<file path="config.mk">
export PLATFORM = sky130hd
export DESIGN_NAME = fofb_recorder_readout
export DESIGN_NICKNAME = d
export VERILOG_FILES = /design/src/rtl/fofb_recorder_readout.sv
export SDC_FILE = /design/constraint.sdc
export NUM_CORES = 1
export LEC_CHECK = 0
export CORE_MARGIN = 10
export CORE_UTILIZATION = 45
export CTS_BUF_LIST = sky130_fd_sc_hd__clkbuf_4 sky130_fd_sc_hd__clkbuf_8 sky130_fd_sc_hd__clkbuf_16
export DETAILED_ROUTE_END_ITERATION = 8
export GPL_ROUTABILITY_DRIVEN = 0
export MAX_ROUTING_LAYER = met4
export PLACE_DENSITY = 0.77
export SLEW_MARGIN = 10
export SYNTH_ARGS = -nofsm -noshare
export SYNTH_HDL_FRONTEND = slang
export SYNTH_SLANG_ARGS = --single-unit
</file>
<file path="constraint.sdc">
create_clock -name clk -period 4.8 [get_ports clk]
set_input_delay 0.96 -clock clk [delete_from_list [all_inputs] [get_ports clk]]
set_output_delay 0.96 -clock clk [all_outputs]
set_load 0.03 [all_outputs]
</file>
<file path="src/rtl/fofb_recorder_readout.sv">
// Readout sequencer: walks the recorder address from the first pretrigger sample and streams TX/RX words.
// Define FOFB_READOUT_HEADER_EN to prepend the acquisition timestamp as two header beats.
module fofb_recorder_readout #(
    parameter int  BUFFER_CAPACITY  = 32768,
    parameter int  CHANNEL_COUNT    = 24,
    localparam int ADDRESS_WIDTH    = $clog2(BUFFER_CAPACITY),
    localparam int CHAN_COUNT_WIDTH = $clog2(CHANNEL_COUNT + 1)
) (
    input  logic                        clk,
    input  logic                        rst_n,
    input  logic                        start,
    input  logic                        abort,
    input  logic                        recFull,
    input  logic [ADDRESS_WIDTH-1:0]    recTriggerAddress,
    input  logic [CHAN_COUNT_WIDTH-1:0] channelCount,
    input  logic [ADDRESS_WIDTH:0]      pretriggerCount,
    input  logic [ADDRESS_WIDTH:0]      recordCount,
    input  logic [63:0]                 acqTimestamp,
    output logic [ADDRESS_WIDTH-1:0]    recAddress,
    output logic                        recAddressStrobe,
    input  logic [31:0]                 txData,
    input  logic [31:0]                 rxData,
    output logic [31:0]                 m_axis_tdata,
    output logic                        m_axis_tvalid,
    input  logic                        m_axis_tready,
    output logic                        m_axis_tlast,
    output logic [1:0]                  m_axis_tuser,
    output logic [31:0]                 status
);
    localparam int MUL_WIDTH   = ADDRESS_WIDTH + CHAN_COUNT_WIDTH + 1;
    localparam int COUNT_WIDTH = ADDRESS_WIDTH + 1;

    typedef enum logic [2:0] {IDLE, HDR0, HDR1, ADDR, WAIT, CAPT, SEND_TX, SEND_RX} state_t;

    state_t                      state, nextState;
    logic                        pending;
    logic [ADDRESS_WIDTH-1:0]    addrReg, trigLatched;
    logic [CHAN_COUNT_WIDTH-1:0] chLatched, chanLeft;
    logic [ADDRESS_WIDTH:0]      preLatched, recLatched;
    logic [COUNT_WIDTH-1:0]      wordsLeft, recordsLeft;
    logic [31:0]                 txHold, rxHold;
    logic                        done, error;
    logic [63:0]                 headerTimestamp;

    wire startAccepted = (state == IDLE) && !pending && start;
    wire startValid    = recFull && (channelCount != '0) && (recordCount != '0);
    wire rxDone        = (state == SEND_RX) && m_axis_tready && !abort;
    wire lastWord      = (wordsLeft == COUNT_WIDTH'(1));

    wire [MUL_WIDTH-1:0] wordProduct = MUL_WIDTH'(recLatched) * MUL_WIDTH'(chLatched);
    wire overCapacity = wordProduct > MUL_WIDTH'(BUFFER_CAPACITY);
    // Pretrigger offset may reach past address 0; the truncation wraps it to the buffer end.
    wire [ADDRESS_WIDTH-1:0] startAddress = ADDRESS_WIDTH'(MUL_WIDTH'(trigLatched)
                                            - MUL_WIDTH'(preLatched) * MUL_WIDTH'(chLatched));

`ifdef FOFB_READOUT_HEADER_EN
    localparam logic HEADER_EN = 1'b1;
    logic [63:0] timestampLatched;
    always_ff @(posedge clk or negedge rst_n) begin
        if (!rst_n)
            timestampLatched <= '0;
        else if (startAccepted && startValid)
            timestampLatched <= acqTimestamp;
    end
    assign headerTimestamp = timestampLatched;
`else
    localparam logic HEADER_EN = 1'b0;
    logic unusedTimestamp;
    assign unusedTimestamp = ^acqTimestamp;
    assign headerTimestamp = '0;
`endif

    always_ff @(posedge clk or negedge rst_n) begin
        if (!rst_n)
            state <= IDLE;
        else
            state <= nextState;
    end

    always_comb begin
        // NOTE: every output gets a default before the case so no latch is inferred.
        nextState        = state;
        m_axis_tvalid    = 1'b0;
        m_axis_tdata     = '0;
        m_axis_tuser     = 2'd0;
        m_axis_tlast     = 1'b0;
        recAddressStrobe = 1'b0;
        case (state)
            IDLE:    if (pending && !abort) nextState = HEADER_EN ? HDR0 : ADDR;
            HDR0: begin
                m_axis_tvalid = 1'b1;
                m_axis_tdata  = headerTimestamp[63:32];
                m_axis_tuser  = 2'd2;
                if (m_axis_tready) nextState = HDR1;
            end
            HDR1: begin
                m_axis_tvalid = 1'b1;
                m_axis_tdata  = headerTimestamp[31:0];
                m_axis_tuser  = 2'd2;
                if (m_axis_tready) nextState = ADDR;
            end
            ADDR: begin
                recAddressStrobe = 1'b1;
                nextState        = WAIT;
            end
            WAIT:    nextState = CAPT;
            CAPT:    nextState = SEND_TX;
            SEND_TX: begin
                m_axis_tvalid = 1'b1;
                m_axis_tdata  = txHold;
                if (m_axis_tready) nextState = SEND_RX;
            end
            SEND_RX: begin
                m_axis_tvalid = 1'b1;
                m_axis_tdata  = rxHold;
                m_axis_tuser  = 2'd1;
                m_axis_tlast  = lastWord;
                if (m_axis_tready) nextState = lastWord ? IDLE : ADDR;
            end
            default: nextState = IDLE;
        endcase
        if (abort && state != IDLE) nextState = IDLE;
    end

    // Start is accepted into a one-cycle pending slot while the start address is computed.
    always_ff @(posedge clk or negedge rst_n) begin
        if (!rst_n) begin
            // NOTE: the holding registers are plain flops, not memory, so they reset with the control.
            pending     <= 1'b0;
            addrReg     <= '0;
            trigLatched <= '0;
            chLatched   <= '0;
            preLatched  <= '0;
            recLatched  <= '0;
            chanLeft    <= '0;
            wordsLeft   <= '0;
            recordsLeft <= '0;
            txHold      <= '0;
            rxHold      <= '0;
            done        <= 1'b0;
            error       <= 1'b0;
        end else begin
            if (startAccepted) begin
                if (!startValid) begin
                    error <= 1'b1;
                end else begin
                    pending     <= 1'b1;
                    done        <= 1'b0;
                    error       <= 1'b0;
                    trigLatched <= recTriggerAddress;
                    chLatched   <= channelCount;
                    preLatched  <= pretriggerCount;
                    recLatched  <= recordCount;
                end
            end
            if (pending) begin
                pending <= 1'b0;
                if (!abort) begin
                    addrReg     <= startAddress;
                    wordsLeft   <= overCapacity ? COUNT_WIDTH'(BUFFER_CAPACITY) : COUNT_WIDTH'(wordProduct);
                    chanLeft    <= chLatched;
                    recordsLeft <= COUNT_WIDTH'(recLatched);
                    if (overCapacity) error <= 1'b1;
                end
            end
            if (state == CAPT) begin
                txHold <= txData;
                rxHold <= rxData;
            end
            if (rxDone) begin
                wordsLeft <= wordsLeft - COUNT_WIDTH'(1);
                addrReg   <= addrReg + ADDRESS_WIDTH'(1);
                if (chanLeft == CHAN_COUNT_WIDTH'(1)) begin
                    chanLeft    <= chLatched;
                    recordsLeft <= recordsLeft - COUNT_WIDTH'(1);
                end else begin
                    chanLeft <= chanLeft - CHAN_COUNT_WIDTH'(1);
                end
                if (lastWord) done <= 1'b1;
            end
        end
    end

    assign recAddress = addrReg;
    assign status     = {16'(recordsLeft), 13'd0, error, done, (state != IDLE) || pending};

endmodule

</file>
==> results.json, run 1 <==
{
  "ys.flop_type": "dfrtp_1",
  "fmax_ghz": 0.202,
  "postLayoutCellArea_um2": 16900,
  "cp_slowest_stage_delay_ps": 550,
  "die_h_um": 190,
  "wire_per_inst_um": 17.4,
  "initialDrtViolationCount": 702,
  "place_worst_setup_slack_ps": -348,
  "clockRootBuffer": "clkbuf_16",
  "ant_nets": 0,
  "post_dp_cell_area_um2": 15900,
  "ios": 270,
  "crit_required_ps": 5120,
  "core_um2": 28500,
  "synth_warnings": 0,
  "worst-path-buf-inv": 3,
  "vias": 10741,
  "min_path_cells": 1,
  "syn-cell-area_um2": 13000,
  "antenna_found_initial": 0,
  "cts_tree": "built",
  "die_w_um": 190,
  "rows": 62,
  "clock_latency_ps": 450,
  "fillers": 2355,
  "crit_arrival_ps": 5280,
  "yosysSeqAreaShare_pct": 33.4,
  "track_usage_pct": 19.6,
  "layout_worst_path_cycle_share_pct": 103,
  "htree_levels": 4,
  "min-delay-start": "txHold[20]",
  "r2r_slack_ps": -160,
  "ff2ff_path_depth": 16,
  "synth_seq_cells": 173,
  "port_buffers": 191,
  "drt_wl_total_um": 34500,
  "fin_util_pct": 59.1,
  "drc": 0,
  "path_cells": "buf_6, and2_4, fa_1, fa_1, inv_1, fa_1, inv_2, ha_4, o21ai_4, a21boi_2, o221a_4, o311ai_4, mux2_4, or4b_4, or2_4, a221o_1",
  "worst_slack_ps": -156,
  "layout-drive-gt1-share_pct": 20.8,
  "initial_utilization_pct": 45.4,
  "cp_max_fo": 4,
  "hold_viol": 0,
  "setup_viol": 13,
  "worst_slew_pin_slew_ps": 995,
  "cts_sinks": 173,
  "crit_path_top_delay_cell": "fa_1",
  "drv_slew": 0,
  "synth-edff-count": 0,
  "area_growth_pct": 30.1,
  "fin_skew_ps": 13.4,
  "synthDistinctLibCells": 72,
  "vias_per_cell": 5.42,
  "grt_pass1_wl_um": 56400,
  "diodes": 0,
  "clk_pin_slew_ps": 70,
  "cts_buffers": 17,
  "synth_area_per_cell_um2": 9.81,
  "crit_family": "adder cells",
  "grt-ovfl-total": 0,
  "cp_common_cell": "fa_1",
  "outcome": "finished, violations left",
  "cts_hold_buffers": 0,
  "crit_path_end_kind": "flip-flop",
  "min_period_ps": 4960,
  "critical_path_class": "reg -> reg",
  "syn_inst": 1323,
  "worst_r2r_endpoint": "wordsLeft[15]",
  "hp-class": "reg -> reg",
  "drv_cap": 0,
  "rsz0062_at_grt": "true",
  "dieArea_um2": 36000,
  "nets": 1908,
  "maxSlewHeadroom_pct": 33.7,
  "worstHoldEndpoint": "txHold[20]",
  "cts_buffer_depth": 2,
  "grt_max_degree": 107,
  "drt_pre_antenna_iters": 5,
  "async_flop_share_pct": 100,
  "grt_pass1_vias": 11150,
  "violations": "setup timing",
  "timing.rr.start": "chLatched[4]",
  "hold_slack_ps": 508,
  "dp_hpwl_um": 26200,
  "start_kind": "flip-flop"
}
-- metrics by stage --
stage | TNS, ps | std cells
final | -681 | 1980
after global routing | -3530 | 1980
after CTS | -579 | 1974
after detailed placement | -3230 | 1932
after global placement | -2360 | 1932
after floorplan | -115 | 1335
-- worst max-delay path by stage --
| stage | start | to | slack, ps | cells past startpoint |
|---|---|---|---|---|
| finish | chLatched[4] | wordsLeft[15] | -160 | 16 |
| global placement | chLatched[4] | wordsLeft[15] | -250 | 15 |
| detailed placement | chLatched[4] | wordsLeft[15] | -350 | 15 |
| CTS | chLatched[4] | wordsLeft[15] | -110 | 15 |
| floorplan | chLatched[4] | wordsLeft[15] | -110 | 18 |
| global route | chLatched[3] | wordsLeft[12] | -300 | 19 |
-- what timing repair did --
action,CTS,global route
pin swaps,39,18
cloned,1,0
gates resized for setup,53,18
buffers inserted,9,6
endpoints found under the setup margin,17,18
-- flip-flops by register name (all words and copies together), names as in the netlist --
signal / flops
chLatched: 5
chanLeft: 5
done: 1
error: 1
pending: 1
preLatched: 15
recAddress: 15
recLatched: 16
recordsLeft: 16
rxHold: 32
state: 3
trigLatched: 15
txHold: 32
wordsLeft: 16
-- placed cells by master, fill, tap and decap left out, types with 7 or more instances in the layout --
master	netlist	layout
or3_1	9	9
clkbuf_16	0	17
a21oi_1	62	59
xnor2_1	21	21
and2_1	91	85
nand2b_1	10	10
o21ai_0	60	53
nand3_1	30	28
nand4_1	7	7
nand2_1	122	121
nor2_1	65	62
clkdlybuf4s50_1	0	190
nor3_1	29	27
buf_4	17	98
a22o_1	32	32
buf_6	0	10
inv_1	113	110
mux2_2	115	115
dfrtp_1	173	169
nor4_1	13	12
fa_1	85	80
conb_1	1	13
ha_1	54	47
o211ai_1	9	9
a211oi_1	7	7
xor2_1	14	14
-- cells in the mapped netlist, types with 3 or more instances --
cell,n,share of area (%)
xnor2_1,21,1.4
o211ai_1,9,0.52
xor2_1,14,0.95
a221o_1,6,0.46
clkbuf_1,51,1.5
nor2_1,65,1.9
o31ai_2,3,0.29
nor4_1,13,0.63
o221ai_1,4,0.27
or3_1,9,0.43
a21boi_0,5,0.29
nor3_1,29,1.1
a22oi_1,5,0.29
nand2b_1,10,0.48
nand3_1,30,1.2
o2111ai_1,6,0.41
o21bai_1,3,0.17
a211oi_1,7,0.41
o21a_1,6,0.35
nor2b_1,3,0.14
a211o_1,3,0.20
nand4_1,7,0.34
a31oi_1,6,0.29
mux2i_1,4,0.31
buf_2,5,0.19
fa_1,85,13
o41ai_1,3,0.20
and3_1,8,0.39
a221oi_1,5,0.34
o22ai_1,6,0.29
o21ai_0,60,2.3
o31ai_1,4,0.23
ha_1,54,5.2
nor3b_1,5,0.29
a21oi_1,62,2.4
dfrtp_1,173,33
mux2_2,115,10
a22o_1,32,2.2
and2_1,91,4.4
or4_1,4,0.23
or2_2,3,0.14
a21o_1,4,0.23
inv_1,113,3.3
buf_4,17,0.98
nand2_1,122,3.5
-- cell type report --
class	instances	area (um2)	area share (%)
inverter	113	424	2.51
timing repair buffer	302	2830	16.7
clock inverter	15	145	0.860
tap	384	480	2.85
sequential	173	4330	25.7
clock buffer	17	425	2.52
multi-input combinational	976	8240	48.8
-- routing by layer --
layer	GRT usage (%)	wire, um	vias to the layer above
li1	-	-	5087
met1	24.2	14900	5323
met2	30.4	16300	294
met3	6.61	2790	37
met4	4.98	467	0
met5	-	0	-
-- cells by family after synthesis --
| group | Yosys count | share of synthesized area, % |
|---|---|---|
| xor gates and xnor gates | 35 | 2.36 |
| and+or+nand+nor | 410 | 15.9 |
| other | 1 | 0.0289 |
| buffers and inverters | 186 | 5.92 |
| AOI/OAI and AO/OA | 259 | 13.7 |
| DFF | 173 | 33.4 |
| muxes | 120 | 10.4 |
| adders and majority gates | 139 | 18.3 |
Power of run 1 is left out: the tool's default activity adds up to more than one toggle a clock period on the data nets, which glitch-free logic cannot reach.
==> inputs of run 2 (changes only) <==
--- a/config.mk
+++ b/config.mk
@@ -11,5 +11,4 @@
 export DETAILED_ROUTE_END_ITERATION = 8
 export GPL_ROUTABILITY_DRIVEN = 0
-export MAX_ROUTING_LAYER = met4
 export PLACE_DENSITY = 0.77
 export SLEW_MARGIN = 10
==> constraint.sdc (replaced) <==
create_clock -name clk -period 4.8 [get_ports clk]
set_input_delay 0.96 -clock clk [delete_from_list [all_inputs] [get_ports clk]]
set_output_delay 0.96 -clock clk [all_outputs]
set_load 0.1 [all_outputs]
==> results.json, run 2 (synthesized netlist as in run 1, its figures left out) <==
{
  "outcome": "finished, violations left",
  "violations": "setup timing",
  "layout_worst_path_cycle_share_pct": 103,
  "cp_slowest_stage_delay_ps": 560,
  "register_area_um2": 4330,
  "min_period_ps": 4960,
  "cts_tree": "built",
  "crit_path_end_kind": "flip-flop",
  "clockRootBuffer": "clkbuf_16",
  "worst_slew_pin_slew_ps": 1330,
  "drv_slew": 0,
  "cts_sinks": 173,
  "post-place-cells": 1933,
  "ant_nets": 0,
  "ios": 270,
  "fin_cells": 1981,
  "clock_latency_ps": 440,
  "rsz0062_at_grt": "true",
  "fillers": 2339,
  "multi_input_area_um2": 8260,
  "worst-path-buf-inv": 3,
  "cts_buffer_depth": 2,
  "clk_pin_slew_ps": 80,
  "drt_pre_antenna_iters": 5,
  "hold_slack_ps": 510,
  "maxSlewHeadroom_pct": 11.3,
  "rows": 62,
  "crit_family": "adder cells",
  "cp_max_fo": 8,
  "crit_arrival_ps": 5280,
  "die_h_um": 190,
  "core_um2": 28500,
  "fin_skew_ps": 13.5,
  "dieArea_um2": 36000,
  "vias_per_cell": 5.47,
  "area_growth_pct": 30.2,
  "dp_hpwl_um": 26700,
  "htree_levels": 4,
  "final_cell_mix": "169 x dfrtp_1, 162 x clkdlybuf4s50_1, 125 x buf_4, 121 x nand2_1, 115 x mux2_2",
  "hold_viol": 0,
  "hp-class": "reg -> reg",
  "die_w_um": 190,
  "cts_hold_buffers": 0,
  "crit_path_top_delay_cell": "fa_1",
  "port_buffers": 191,
  "initialDrtViolationCount": 663,
  "crit_required_ps": 5120,
  "antenna_found_initial": 0,
  "top_regs": "rxHold (32), txHold (32)",
  "path_cells": "buf_12, and2_4, fa_1, fa_1, inv_2, fa_1, inv_2, ha_4, or3_4, o221a_4, o311ai_4, mux2_4, or4b_4, or2_4, a221o_1",
  "worst_slack_ps": -157,
  "layout-drive-gt1-share_pct": 23.0,
  "wire_per_inst_um": 17.9,
  "setup_viol": 16,
  "vias": 10835,
  "drt_wl_total_um": 35500,
  "drv_cap": 0,
  "diodes": 0,
  "grt_pass1_wl_um": 58100,
  "initial_utilization_pct": 45.4,
  "nets": 1909,
  "grt_max_degree": 88,
  "drc": 0,
  "grt_pass1_vias": 11337,
  "final_common_cell": "dfrtp_1",
  "start_kind": "flip-flop",
  "cts_buffers": 17,
  "grt-ovfl-total": 0,
  "fmax_ghz": 0.202,
  "cp_common_cell": "fa_1",
  "critical_path_class": "reg -> reg",
  "track_usage_pct": 19.5
}
-- run 2: repair_timing --
item | CTS | global route
endpoints found under the setup margin | 17 | 19
gates cloned | 1 | 0
gates resized for setup | 54 | 29
setup buffers | 13 | 3
pin swaps | 48 | 13
-- run 2: worst paths after layout --
kind | depth (start not counted) | from | end | slack (ps)
max in group asynchronous | 2 | rst_n | recAddress[11] | 3300
worst max-delay path | 15 | chLatched[2] | wordsLeft[15] | -160
min in group asynchronous | 1 | rst_n | txHold[3] | 550
worst min-delay path | 1 | txHold[6] | txHold[6] | 510
worst min register to register | 1 | txHold[6] | txHold[6] | 510
worst max register to register | 15 | chLatched[2] | wordsLeft[15] | -160
-- run 2: metal layers --
layer,up-vias,share of wire [%],GRT usage [%]
met2,340,48,32.0
met4,0,1.4,4.43
met3,37,9.1,7.49
met1,5371,41,23.8
met5,-,0,0
li1,5087,-,-
-- run 2: final cells by class --
class,instances,share of cell area [%]
Multi-Input combinational cell,976,48.9
Clock buffer,17,2.52
Sequential cell,173,25.7
Timing Repair Buffer,303,16.4
Clock inverter,15,1.21
Tap cell,384,2.84
Inverter,113,2.51
-- run 2: per-stage QoR --
| step | setup TNS [ps] | setup slack, ps | cell area, um2 | util [%] |
|---|---|---|---|---|
| 6_report | -1410 | -157 | 16900 | 59.2 |
| 5_1_grt | -3940 | -287 | 16900 | 59.2 |
| 4_1_cts | -1100 | -125 | 16700 | 58.7 |
| 3_5_place_dp | -3920 | -312 | 15800 | 55.4 |
| 3_3_place_gp | -2530 | -272 | 15800 | 55.4 |
| 2_1_floorplan | -115 | -110 | 13100 | - |
-- run 2: worst register-to-register path: cells and delay by family (launching register included) --
family	cells	cell delay, ps
DFF	1	460
and+or+nand+nor	4	1270
muxes	1	330
AOI/OAI and AO/OA	3	810
adders and majority gates	4	1730
buffers and inverters	3	250
Power of run 2 is left out for the same reason.
